$ cat src/rtl/game_pkg.sv
`default_nettype none
// ============================================================================
//  Module      : game_pkg
//  Description : Shared types and constants for the memory game round
//                controller: FSM state encoding, LFSR geometry, round count,
//                timer type and two small helper functions.
//  Revision    : 1.0  initial release
// ============================================================================
package game_pkg;

    // Number of rounds in one game; score saturates at this value.
    localparam int NUM_ROUNDS = 4;

    // 16-bit Fibonacci LFSR, taps 16,14,13,11 (1-based) -> bit mask 15,13,12,10
    localparam int              c_lfsr_width = 16;
    localparam logic [15:0]     c_lfsr_taps  = 16'hB400;

    // Shared down-timer
    localparam int c_timer_width = 28;
    typedef logic [c_timer_width-1:0] timer_t;

    typedef enum logic [2:0] {
        S_IDLE  = 3'd0,
        S_LOAD  = 3'd1,
        S_SHOW  = 3'd2,
        S_WAIT  = 3'd3,
        S_CHECK = 3'd4,
        S_OVER  = 3'd5
    } state_t;

    function automatic logic [c_lfsr_width-1:0] lfsr_next(input logic [c_lfsr_width-1:0] v);
        return {v[c_lfsr_width-2:0], ^(v & c_lfsr_taps)};
    endfunction

    // An all-zero nibble would be an unwinnable round, so force it to 4'b0001.
    function automatic logic [15:0] fix_pattern(input logic [15:0] v);
        logic [15:0] f;
        f = v;
        for (int i = 0; i < 4; i++) begin
            if (v[i*4 +: 4] == 4'b0000) begin
                f[i*4 +: 4] = 4'b0001;
            end
        end
        return f;
    endfunction

endpackage
`default_nettype wire

$ cat src/rtl/btn_sync_edge.sv
`default_nettype none
// ============================================================================
//  Module      : btn_sync_edge
//  Description : Two-flop synchronizer for raw push buttons followed by a
//                rising-edge detector (one-cycle press pulse per bit).
//  Ports       : osc_clk  - clock
//                reset_n  - asynchronous active-low reset
//                button   - raw asynchronous buttons, active-high
//                press    - one-cycle pulse on each synchronized 0->1 edge
//  Revision    : 1.0  initial release
// ============================================================================
module btn_sync_edge #(
    parameter int WIDTH = 4
) (
    input  logic             osc_clk,
    input  logic             reset_n,
    input  logic [WIDTH-1:0] button,
    output logic [WIDTH-1:0] press
);

    logic [WIDTH-1:0] r_meta;
    logic [WIDTH-1:0] r_sync;
    logic [WIDTH-1:0] r_sync_d;

    always_ff @(posedge osc_clk or negedge reset_n) begin
        if (!reset_n) begin
            r_meta   <= '0;
            r_sync   <= '0;
            r_sync_d <= '0;
        end else begin
            r_meta   <= button;
            r_sync   <= r_meta;
            r_sync_d <= r_sync;
        end
    end

    assign press = r_sync & ~r_sync_d;

endmodule
`default_nettype wire

$ cat src/rtl/game_round_ctrl.sv
`default_nettype none
// ============================================================================
//  Module      : game_round_ctrl
//  Description : Four-round memory game. Each round shows a 4-bit LED pattern
//                for SHOW_TICKS cycles, then gives the player RESP_TICKS
//                cycles to press exactly the shown buttons. Score and LEDs
//                are registered.
//  Ports       : osc_clk  - clock          reset_n - async active-low reset
//                start    - begin a game (IDLE/OVER only)
//                button   - raw push buttons, bit i pairs with led[i]
//                led      - LED drive      score   - rounds won (0..4)
//                busy     - game in progress
//                done     - game over, result on led
//  Revision    : 1.0  initial release
// ============================================================================
module game_round_ctrl
    import game_pkg::*;
#(
    parameter int          SHOW_TICKS = 50_000_000,
    parameter int          RESP_TICKS = 150_000_000,
    parameter logic [15:0] LFSR_SEED  = 16'hACE1
) (
    input  logic       osc_clk,
    input  logic       reset_n,
    input  logic       start,
    input  logic [3:0] button,
    output logic [3:0] led,
    output logic [2:0] score,
    output logic       busy,
    output logic       done
);

    localparam timer_t c_show_load = timer_t'(SHOW_TICKS - 1);
    localparam timer_t c_resp_load = timer_t'(RESP_TICKS - 1);

    state_t      r_state,   w_state;
    logic [15:0] r_lfsr;
    logic [15:0] r_pattern, w_pattern;
    logic [1:0]  r_round,   w_round;
    timer_t      r_timer,   w_timer;
    logic [3:0]  r_resp,    w_resp;
    logic        r_hit,     w_hit;
    logic [3:0]  r_led,     w_led;
    logic [2:0]  r_score,   w_score;
    logic        r_busy,    w_busy;
    logic        r_done,    w_done;

    logic [3:0]  w_press;
    logic [15:0] w_new_pattern;
    logic [3:0]  w_target;
    logic [1:0]  w_round_inc;
    logic [3:0]  w_acc;
    logic [2:0]  w_score_upd;

    btn_sync_edge #(.WIDTH(4)) u_btn (
        .osc_clk (osc_clk),
        .reset_n (reset_n),
        .button  (button),
        .press   (w_press)
    );

    assign w_new_pattern = fix_pattern(r_lfsr);
    assign w_target      = r_pattern[{r_round, 2'b00} +: 4];
    assign w_round_inc   = r_round + 2'd1;
    // Presses only accumulate while waiting; outside WAIT r_resp is unused.
    assign w_acc         = r_resp | w_press;
    // Guard keeps score from ever wrapping even if a round were miscounted.
    assign w_score_upd   = (r_hit && (r_score != 3'(NUM_ROUNDS))) ? (r_score + 3'd1) : r_score;

    always_comb begin
        w_state   = r_state;
        w_pattern = r_pattern;
        w_round   = r_round;
        w_timer   = r_timer;
        w_resp    = r_resp;
        w_hit     = r_hit;
        w_led     = r_led;
        w_score   = r_score;

        case (r_state)
            S_IDLE: begin
                w_led = 4'b0000;
                if (start) begin
                    w_state = S_LOAD;
                end
            end
            S_LOAD: begin
                w_pattern = w_new_pattern;
                w_round   = 2'd0;
                w_score   = 3'd0;
                w_timer   = c_show_load;
                w_led     = w_new_pattern[3:0];
                w_state   = S_SHOW;
            end
            S_SHOW: begin
                if (r_timer == '0) begin
                    w_state = S_WAIT;
                    w_led   = 4'b0000;
                    w_resp  = 4'b0000;
                    w_timer = c_resp_load;
                end else begin
                    w_timer = r_timer - timer_t'(1);
                end
            end
            S_WAIT: begin
                // Hit is tested first so a completing press on the last tick
                // wins over the timeout; any stray bit breaks equality, so a
                // stray bit arriving with the completing bit is a miss.
                if (w_acc == w_target) begin
                    w_hit   = 1'b1;
                    w_state = S_CHECK;
                end else if ((|(w_acc & ~w_target)) || (r_timer == '0)) begin
                    w_hit   = 1'b0;
                    w_state = S_CHECK;
                end else begin
                    w_resp  = w_acc;
                    w_timer = r_timer - timer_t'(1);
                end
            end
            S_CHECK: begin
                w_score = w_score_upd;
                if (r_round == 2'(NUM_ROUNDS - 1)) begin
                    w_state = S_OVER;
                    w_led   = (w_score_upd == 3'(NUM_ROUNDS)) ? 4'b1111 : {1'b0, w_score_upd};
                end else begin
                    w_round = w_round_inc;
                    w_timer = c_show_load;
                    w_led   = r_pattern[{w_round_inc, 2'b00} +: 4];
                    w_state = S_SHOW;
                end
            end
            S_OVER: begin
                if (start) begin
                    w_state = S_LOAD;
                    w_led   = 4'b0000;
                end
            end
            default: begin
                w_state = S_IDLE;
                w_led   = 4'b0000;
            end
        endcase

        w_busy = (w_state != S_IDLE) && (w_state != S_OVER);
        w_done = (w_state == S_OVER);
    end

    always_ff @(posedge osc_clk or negedge reset_n) begin
        if (!reset_n) begin
            r_state   <= S_IDLE;
            r_lfsr    <= LFSR_SEED;
            r_pattern <= '0;
            r_round   <= '0;
            r_timer   <= '0;
            r_resp    <= '0;
            r_hit     <= 1'b0;
            r_led     <= '0;
            r_score   <= '0;
            r_busy    <= 1'b0;
            r_done    <= 1'b0;
        end else begin
            r_state   <= w_state;
            // Free-running: pattern randomness comes from when start arrives.
            r_lfsr    <= lfsr_next(r_lfsr);
            r_pattern <= w_pattern;
            r_round   <= w_round;
            r_timer   <= w_timer;
            r_resp    <= w_resp;
            r_hit     <= w_hit;
            r_led     <= w_led;
            r_score   <= w_score;
            r_busy    <= w_busy;
            r_done    <= w_done;
        end
    end

    assign led   = r_led;
    assign score = r_score;
    assign busy  = r_busy;
    assign done  = r_done;

endmodule
`default_nettype wire

$ cat config.mk
export PLATFORM = sky130hd
export DESIGN_NAME = game_round_ctrl
export DESIGN_NICKNAME = d
export VERILOG_FILES = /design/src/rtl/game_pkg.sv /design/src/rtl/btn_sync_edge.sv /design/src/rtl/game_round_ctrl.sv
export SDC_FILE = /design/constraint.sdc
export NUM_CORES = 1
export LEC_CHECK = 0
export ABC_AREA = 1
export CAP_MARGIN = 10
export CORE_MARGIN = 2
export CORE_UTILIZATION = 50
export CTS_CLUSTER_DIAMETER = 30
export DETAILED_ROUTE_END_ITERATION = 16
export HOLD_SLACK_MARGIN = 0.05
export PLACE_DENSITY = 0.65
export SYNTH_ARGS = -nofsm -noshare
export SYNTH_HDL_FRONTEND = slang
export SYNTH_SLANG_ARGS = --single-unit
export TNS_END_PERCENT = 50
$ cat constraint.sdc
create_clock -name osc_clk -period 2.4 [get_ports osc_clk]
set_input_delay 0.48 -clock osc_clk [delete_from_list [all_inputs] [get_ports osc_clk]]
set_output_delay 0.48 -clock osc_clk [all_outputs]
set_load 0.03 [all_outputs]
### After elaboration in Yosys (flattened, before gate mapping)

Index checks and enable logic that the tools add are counted.

* $add $sub $neg: 3
* eq/ne operators: 16
* shift operators: 2
* mux-type cells: 29
* bitwise operators: 6
* reductions and logical operators: 22

Operators by type and width (number)
* $mux W28: 4
* $pmux W28 S4: 1
* $mux W4: 10
* $shiftx A16 B5 Y4: 2
* $logic_not A28 Y1: 1
* $sub A28 B1 Y28 const B: 1
* $pmux W4 S5: 1
* $mux W3: 6
* $logic_not A4 Y1: 4
* $reduce_xor A16 Y1: 1
* $pmux W3 S5: 1
* $eq A3 B3 Y1 const B: 4
* $ne A2 B2 Y1 const B: 5
* $and A4 B4 Y4: 2
* $not A4 Y4: 2
* $pmux W4 S2: 1
* $reduce_and A4 Y1: 2
* $eq A3 B2 Y1 const B: 2
* $ne A3 B3 Y1 const B: 2
* $pmux W3 S2: 1
* $reduce_bool A2 Y1: 3
* $eq A4 B4 Y1: 1
* $or A4 B4 Y4: 1
* $pmux W2 S2: 1
* other kinds (16): 19

* bits in registers: 91

### Depth between registers and ports, before layout

Gate-level depths: netlist (run 1).

* word-level depth: 11
* gate-level depth with buffers: 15

### Modules after synthesis

From an unflattened synthesis (run 1), not the netlist that was laid out.

* cells, all modules: 637
* area total of the unflattened synthesis: 4916.0 um^2

Modules (own cells, without submodules)
* game_round_ctrl: instances 1, cells an instance 617, area each 4575.6 um^2, sequential area each 1986.9 um^2
* btn_sync_edge: instances 1, cells an instance 20, area each 340.3 um^2, sequential area each 300.3 um^2

### Least setup slack after synthesis (run 1)

Ideal clock, no wire load.

* kind: reg2reg
* start: register r_round[0]
* end: register r_timer[10]
* library setup time: 0.116 ns
* data arrival time: 1.982 ns
* slack: 0.301 ns
* stages on the path, launching flop included: 15
* clock period less this slack: 2.099 ns
* cell sequence: dfrtp_1 -> clkbuf_1 -> o21ai_0 -> a21oi_1 -> a21oi_1 -> ha_1 -> nand2_1 -> nor2_1 -> nor2_1 -> nand3_2 -> nand2_4 -> inv_2 -> buf_4 -> nand2_1 -> nand2_1

* cells in the longest elaborated chain, start to end: 7
* elaborated cells between the ends (all ways): 11
* classes of those cells: eq/ne (5); shift (1); bitwise (2); reduce/logical (3)

RTL lines
* from (decl): line game_round_ctrl.sv:39 `logic [1:0] r_round, w_round;`
* from (signal assigned): line game_round_ctrl.sv:166 `r_round <= w_round;`
* $shiftx A16 B5 Y4: line game_round_ctrl.sv:63 `assign w_target = r_pattern[{r_round, 2'b00} +: 4];`
* $not A4 Y4: line game_round_ctrl.sv:112 `end else if ((|(w_acc & ~w_target)) || (r_timer == '0)) begin`
* $and A4 B4 Y4: line game_round_ctrl.sv:112
* $reduce_or A4 Y1: line game_round_ctrl.sv:112
* $logic_or A1 B1 Y1: line game_round_ctrl.sv:112
* $ne A2 B2 Y1 (no source line)
* $reduce_and A4 Y1 (no source line) (*)
* to (signal assigned): line game_round_ctrl.sv:167 `r_timer <= w_timer;`
* to (decl): line game_round_ctrl.sv:40 `timer_t r_timer, w_timer;`

Mark *: on every way between the ends. The rest lies on a longest branch, timed or not.
A chain may end at the register's enable or synchronous reset.

### Worst setup path in the final report (run 1)

* start: register r_round[0]
* end: register r_timer[15]

The elaborated chain is that of the path after synthesis.

==> results.py, run 1 <==
metrics = {
    "die": {
        "ios": 16,
        "core_region_area_um2": 9280,
        "rows": 35,
        "die_h_um": 102,
        "start_util": 0.519,
        "dieWidth_um": 102,
        "dieArea_um2": 10400,
    },
    "global_routing": {
        "use_met1": 0.362,
        "first_global_vias": 4149,
        "top_usage_layer": "met2",
        "use_met2": 0.386,
        "antenna_found_initial": 0,
        "grt_max_degree": 37,
        "overflow": 0,
        "grt_usage": 0.247,
        "grt_pass1_wl_mm": 20.1,
        "use_met3": 0.0472,
    },
    "power_and_ir_drop": {
        "p_switching_uw": 2270,
        "peakVddDrop_v": 0.000433,
        "p_int_uw": 3030,
        "seqPwrFrac": 0.375,
        "p_sw_frac": 0.428,
        "cellPowerDensity_nw_per_um2": 974,
        "leakagePower_uw": 0.00264,
        "pwr-share-comb": 0.419,
        "clkPwrFrac": 0.206,
    },
    "clocking": {
        "clk_path_buf_depth": 2,
        "root_buffer": "clkbuf_8",
        "htree_levels": 3,
        "cts_tree": "yes",
        "clk_latency_ps": 360,
        "clk_pin_slew_worst_paths_ps": 90,
        "numCtsBuffers": 9,
        "numClockSinks": 91,
    },
    "final_layout": {
        "post-route-util": 0.585,
        "drive_gt1_frac": 0.108,
        "multi_input_area_um2": 2160,
        "nets": 681,
        "final_cell_mix": "194 x nand2_1, 82 x dfrtp_1, 68 x inv_1, 64 x nor2_1, 56 x nand3_1",
        "fillCellCount": 885,
        "regArea_um2": 2290,
        "diodes": 0,
        "synthToLayoutAreaGrowth_pct": 12.9,
        "stdcell_count": 798,
        "mostFrequentLayoutCell": "nand2_1",
    },
    "place": {
        "place_hpwl_mm": 8.77,
        "pre_cts_slack_ps": -35.8,
        "io_buffer_count": 15,
        "gp_congestion": 0.912,
        "dp.cells": 778,
    },
    "logic_synthesis": {
        "yosysSeqAreaShare": 0.475,
        "synth.largest_area_cell": "dfrtp_1",
        "yosys.area.top_type_share": 0.431,
        "ys_ff_latch": 91,
        "syn-num-nets": 650,
        "syn-cell-area_um2": 4820,
        "synthDistinctLibCells": 33,
        "yosysWarnings": 0,
        "synth.avg_cell_area_um2": 7.61,
        "ys_top_cells_by_area": "dfrtp_1 43%, nand2_1 15%, nand3_1 5.8%",
        "synth_cells": 633,
    },
    "status": {
        "status": "finished clean",
    },
    "timing": {
        "drv_slew": 0,
        "fin_crit_sh": 0.944,
        "setup_viol": 0,
        "fin_ws_ps": 135,
        "skew_ps": 12.6,
        "finalHoldViolCount": 0,
        "fmax_mhz": 441,
        "tightestPinTransition_ps": 484,
        "relSlewSlack": 0.674,
        "period_minus_slack_ps": 2270,
        "hold_ws_ps": 62.1,
    },
    "routing": {
        "final_antenna_net_count": 0,
        "drc": 0,
        "vias_per_cell": 5.25,
        "drt-initial-drc-count": 213,
        "wire_per_inst_um": 14.5,
        "first_pass_iters": 5,
        "dr_total_vias": 4192,
        "drt_wl_total_mm": 11.5,
    },
    "critical_path": {
        "start_kind": "flip-flop",
        "arrival_ps": 2500,
        "cp-end-kind": "flip-flop",
        "crit_path_max_fanout": 22,
        "timing.rr.start": "r_round[0]$_DFFE_PN0P_",
        "reg2reg_slack_ps": 130,
        "timing.rr.end": "r_timer[15]$_DFFE_PN0P_",
        "path_class": "reg -> reg",
        "r2r_cells": 14,
        "cp_data_required_time_ps": 2640,
    },
    "job": {
        "cap_violations": 0,
    },
    "min_path": {
        "hp-class": "in -> async",
    },
}
worst max-delay path: stages (launching register included):
cell and delay [ps]:
dfrtp_2 450, clkbuf_2 150, inv_1 100, nor2_1 50, nor2_1 160, a21oi_1 60
ha_1 290, nand2_1 60, nor2_2 140, nor2_2 70, nand3_2 110, nand2_4 90
buf_12 160, nand2_2 150, nand3_1 100
power by group through the flow:
stage	sequential (uW)	combinational [uW]	clock [uW]
global placement	2020	2060	0
finish	1990	2220	1090
CTS	2000	2130	1130
global route	2020	2510	1200
floorplan	2000	1500	0
detailed placement	2030	2120	0
cell families (layout without fill, tap and decap cells):
family	Yosys count	in the layout	share of synthesized area
fa+ha+maj	10	10	0.0260
buf+inv	92	128	0.0779
simple gates	351	351	0.312
flops	91	91	0.475
compound gates	75	75	0.0837
xor+xnor	14	14	0.0255
state kept, by name, indices dropped and copies added, names as in the netlist:
name / cells
r_lfsr: 16
r_state: 3
done: 1
busy: 1
u_btn.r_meta: 4
score: 3
r_hit: 1
r_timer: 28
r_round: 2
r_resp: 4
r_pattern: 16
led: 4
u_btn.r_sync_d: 4
u_btn.r_sync: 4
per-stage QoR:
step	area [um2]	setup TNS [ps]	power, uW
2_1_floorplan	4820	0	3500
3_3_place_gp	5190	0	4080
3_5_place_dp	5190	-88.4	4140
4_1_cts	5400	0	5260
5_1_grt	5440	-10.5	5730
6_report	5440	0	5300
final cells by class:
cell class | instances | share of cell area
flip-flops and latches | 91 | 0.421
multi-input cells | 450 | 0.397
repair buffers | 36 | 0.0612
inverters | 76 | 0.0529
well taps | 129 | 0.0297
clock buffers | 10 | 0.0253
clock inverters | 6 | 0.0127
how the worst max path moves through the flow:
stage | depth (start not counted) | start | end
2_1_floorplan | 14 | r_round[0]$_DFFE_PN0P_ | r_timer[10]$_DFFE_PN0P_
3_3_place_gp | 14 | r_round[0]$_DFFE_PN0P_ | r_timer[12]$_DFFE_PN0P_
3_5_place_dp | 14 | r_round[0]$_DFFE_PN0P_ | r_timer[12]$_DFFE_PN0P_
4_1_cts | 14 | r_round[0]$_DFFE_PN0P_ | r_timer[12]$_DFFE_PN0P_
5_1_grt | 15 | r_round[0]$_DFFE_PN0P_ | r_timer[22]$_DFFE_PN0P_
6_report | 14 | r_round[0]$_DFFE_PN0P_ | r_timer[15]$_DFFE_PN0P_
cell usage after synthesis:
cell type and count:
nand3_2 1, a31oi_1 2, o21bai_1 1, or2_2 1
o22ai_1 2, inv_2 8, ha_1 10, buf_4 3
dfstp_2 8, o21ai_0 50, nand2_4 1, nand2_1 194
o211ai_1 7, nand4_1 9, buf_6 2, nor3_4 1
inv_1 68, nor4_1 2, clkbuf_1 8, nor3_1 8
xor2_1 11, nor2_2 5, and2_1 1, nor3_2 1
nand3_1 56, nor2_1 66, nor2_4 3, buf_2 3
a21oi_1 12, nand2_2 2, o21a_1 1, dfrtp_1 83
xnor2_1 3
repair_timing:
item	in CTS	in global routing
pin swaps	0	2
endpoints found under the setup margin	5	31
hold buffers	0	0
gates cloned	0	0
setup buffers	0	4
gates resized for setup	1	6
routing by layer:
| metal | share of wire | wire length, um | vias to the layer above |
|---|---|---|---|
| li1 | - | - | 2076 |
| met1 | 0.48 | 5550 | 2009 |
| met2 | 0.46 | 5320 | 94 |
| met3 | 0.049 | 566 | 13 |
| met4 | 0.0094 | 108 | 0 |
| met5 | 0 | 0 | - |
(Power assumes the default switching activity.)
==> run 2: changes to the inputs <==
- SKIP_LAST_GASP: not set -> 1
==> results of run 2 <==
No change in the layout: final DEF, timing and power equal those of run 1.
==> run 3: changes to the inputs <==
- CORE_UTILIZATION: 50 -> 61
- MAX_ROUTING_LAYER: not set -> met4
- PLACE_DENSITY: 0.65 -> 0.77
==> results.py, run 3 (synthesis results as in run 1) <==
metrics = {
    "critical_path": {
        "timing.rr.start": "r_round[0]$_DFFE_PN0P_",
        "cp_data_required_time_ps": 2640,
        "crit_path_max_fanout": 24,
        "start_kind": "flip-flop",
        "cp-end-kind": "flip-flop",
        "path_class": "reg -> reg",
        "startpoint": "r_round[0]$_DFFE_PN0P_",
        "arrival_ps": 2500,
    },
    "final_layout": {
        "post-route-util": 0.699,
        "largest_reg_flops": 28,
        "diodes": 0,
        "drive_gt1_frac": 0.100,
        "mostFrequentLayoutCell": "nand2_1",
        "synthToLayoutAreaGrowth_pct": 11.6,
        "regArea_um2": 2290,
        "stdcell_count": 769,
        "largest_register": "r_timer",
        "final_cell_mix": "194 x nand2_1, 82 x dfrtp_1, 68 x inv_1, 66 x nor2_1, 56 x nand3_1",
        "multi_input_area_um2": 2150,
        "nets": 679,
        "reg.largest.list": "r_timer: 28 flops, r_lfsr: 16 flops, r_pattern: 16 flops",
        "stdcell_area_um2": 5370,
        "fillCellCount": 669,
    },
    "routing": {
        "first_pass_iters": 5,
        "dr_total_vias": 4252,
        "drt_wl_total_mm": 11.7,
        "final_antenna_net_count": 0,
        "vias_per_cell": 5.53,
        "drt-initial-drc-count": 295,
        "drc": 0,
        "wire_per_inst_um": 15.2,
    },
    "die": {
        "start_util": 0.626,
        "die_h_um": 92.9,
        "dieWidth_um": 92.9,
        "dieArea_um2": 8620,
        "rows": 32,
        "ios": 16,
        "core_region_area_um2": 7690,
    },
    "place": {
        "dp.cells": 749,
        "gp_congestion": 0.927,
        "place_hpwl_mm": 8.45,
        "place_area_um2": 5140,
        "io_buffer_count": 15,
    },
    "timing": {
        "finalHoldViolCount": 0,
        "drv_slew": 0,
        "setup_viol": 0,
        "fmax_mhz": 442,
        "period_minus_slack_ps": 2260,
        "tightestPinTransition_ps": 486,
        "relSlewSlack": 0.676,
        "hold_ws_ps": 63.8,
        "fin_crit_sh": 0.942,
        "skew_ps": 9.88,
    },
    "clocking": {
        "clk_path_buf_depth": 2,
        "root_buffer": "clkbuf_8",
        "clk_pin_slew_worst_paths_ps": 100,
        "numClockSinks": 91,
        "numCtsBuffers": 9,
        "hold_buffers": 0,
        "htree_levels": 3,
        "clk_latency_ps": 360,
        "cts_tree": "yes",
    },
    "min_path": {
        "hp-class": "in -> async",
    },
    "global_routing": {
        "antenna_found_initial": 0,
        "grt_max_degree": 58,
        "overflow": 0,
        "grt_pass1_wl_mm": 19.8,
        "first_global_vias": 4257,
        "grt_usage": 0.303,
    },
    "power_and_ir_drop": {
        "total_power_uw": 5240,
        "seqPwrFrac": 0.380,
        "leakagePower_uw": 0.00262,
        "cellPowerDensity_nw_per_um2": 976,
        "p_int_uw": 2990,
        "peakVddDrop_v": 0.000599,
        "p_switching_uw": 2250,
        "pwr-share-comb": 0.416,
        "p_sw_frac": 0.430,
        "clkPwrFrac": 0.204,
    },
    "job": {
        "cap_violations": 0,
    },
    "status": {
        "status": "finished clean",
    },
}
run 3: final timing paths:
path	depth (start not counted)	slack (ps)	endpoint
min reg2reg	0	360	u_btn.r_sync[3]$_DFF_PN0_
max	14	140	r_timer[23]$_DFFE_PN0P_
max in group asynchronous	2	1620	r_lfsr[5]$_DFF_PN1_
min in group osc_clk	0	360	u_btn.r_sync[3]$_DFF_PN0_
max reg2reg	14	140	r_timer[23]$_DFFE_PN0P_
min	1	60	r_timer[19]$_DFFE_PN0P_
run 3: timing repair:
item                                    in CTS  in global routing
endpoints found under the setup margin       7                 32
buffers inserted                             0                  4
gates cloned                                 0                  0
pin swaps                                    0                  2
gates resized for setup                      1                  5
run 3: power groups by stage:
| stage | registers [uW] | clock network (uW) | logic (uW) |
|---|---|---|---|
| floorplan | 2000 | 0 | 1500 |
| global placement | 2030 | 0 | 2040 |
| detailed placement | 2030 | 0 | 2080 |
| CTS | 2010 | 1090 | 2090 |
| global route | 2030 | 1140 | 2440 |
| finish | 1990 | 1070 | 2180 |
run 3: cell type report:
cell class,instances,area share
multi-input combinational,450,0.401
tap,102,0.0238
timing repair buffer,34,0.0589
clock inverter,6,0.0137
clock buffer,10,0.0238
inverter,76,0.0531
sequential,91,0.426
run 3: per-layer routing:
metal | up-vias | GRT usage | wire length (um)
met2 | 133 | 0.519 | 5900
met1 | 2015 | 0.362 | 4830
met3 | 34 | 0.0464 | 584
met5 | - | - | 0
met4 | 0 | 0.121 | 369
li1 | 2070 | - | -
run 3: through the flow:
step                      worst slack (ps)  TNS, ps
after floorplan                        301        0
after global placement                 112        0
after detailed placement             -30.0    -63.0
after CTS                             33.4        0
after global routing                 -59.9     -199
final                                  139        0
run 3: critical path, cell delays in order (launching register included):
cell and delay (ps):
dfrtp_2 460, clkbuf_2 170, o21ai_1 150, nor2_1 50
a21oi_1 130, ha_1 250, nand2_1 70, nor2_1 50
nor2_1 160, nand3_2 150, nand2_4 120, buf_12 160
nand2_1 70, nand2_1 60, nand3_1 70
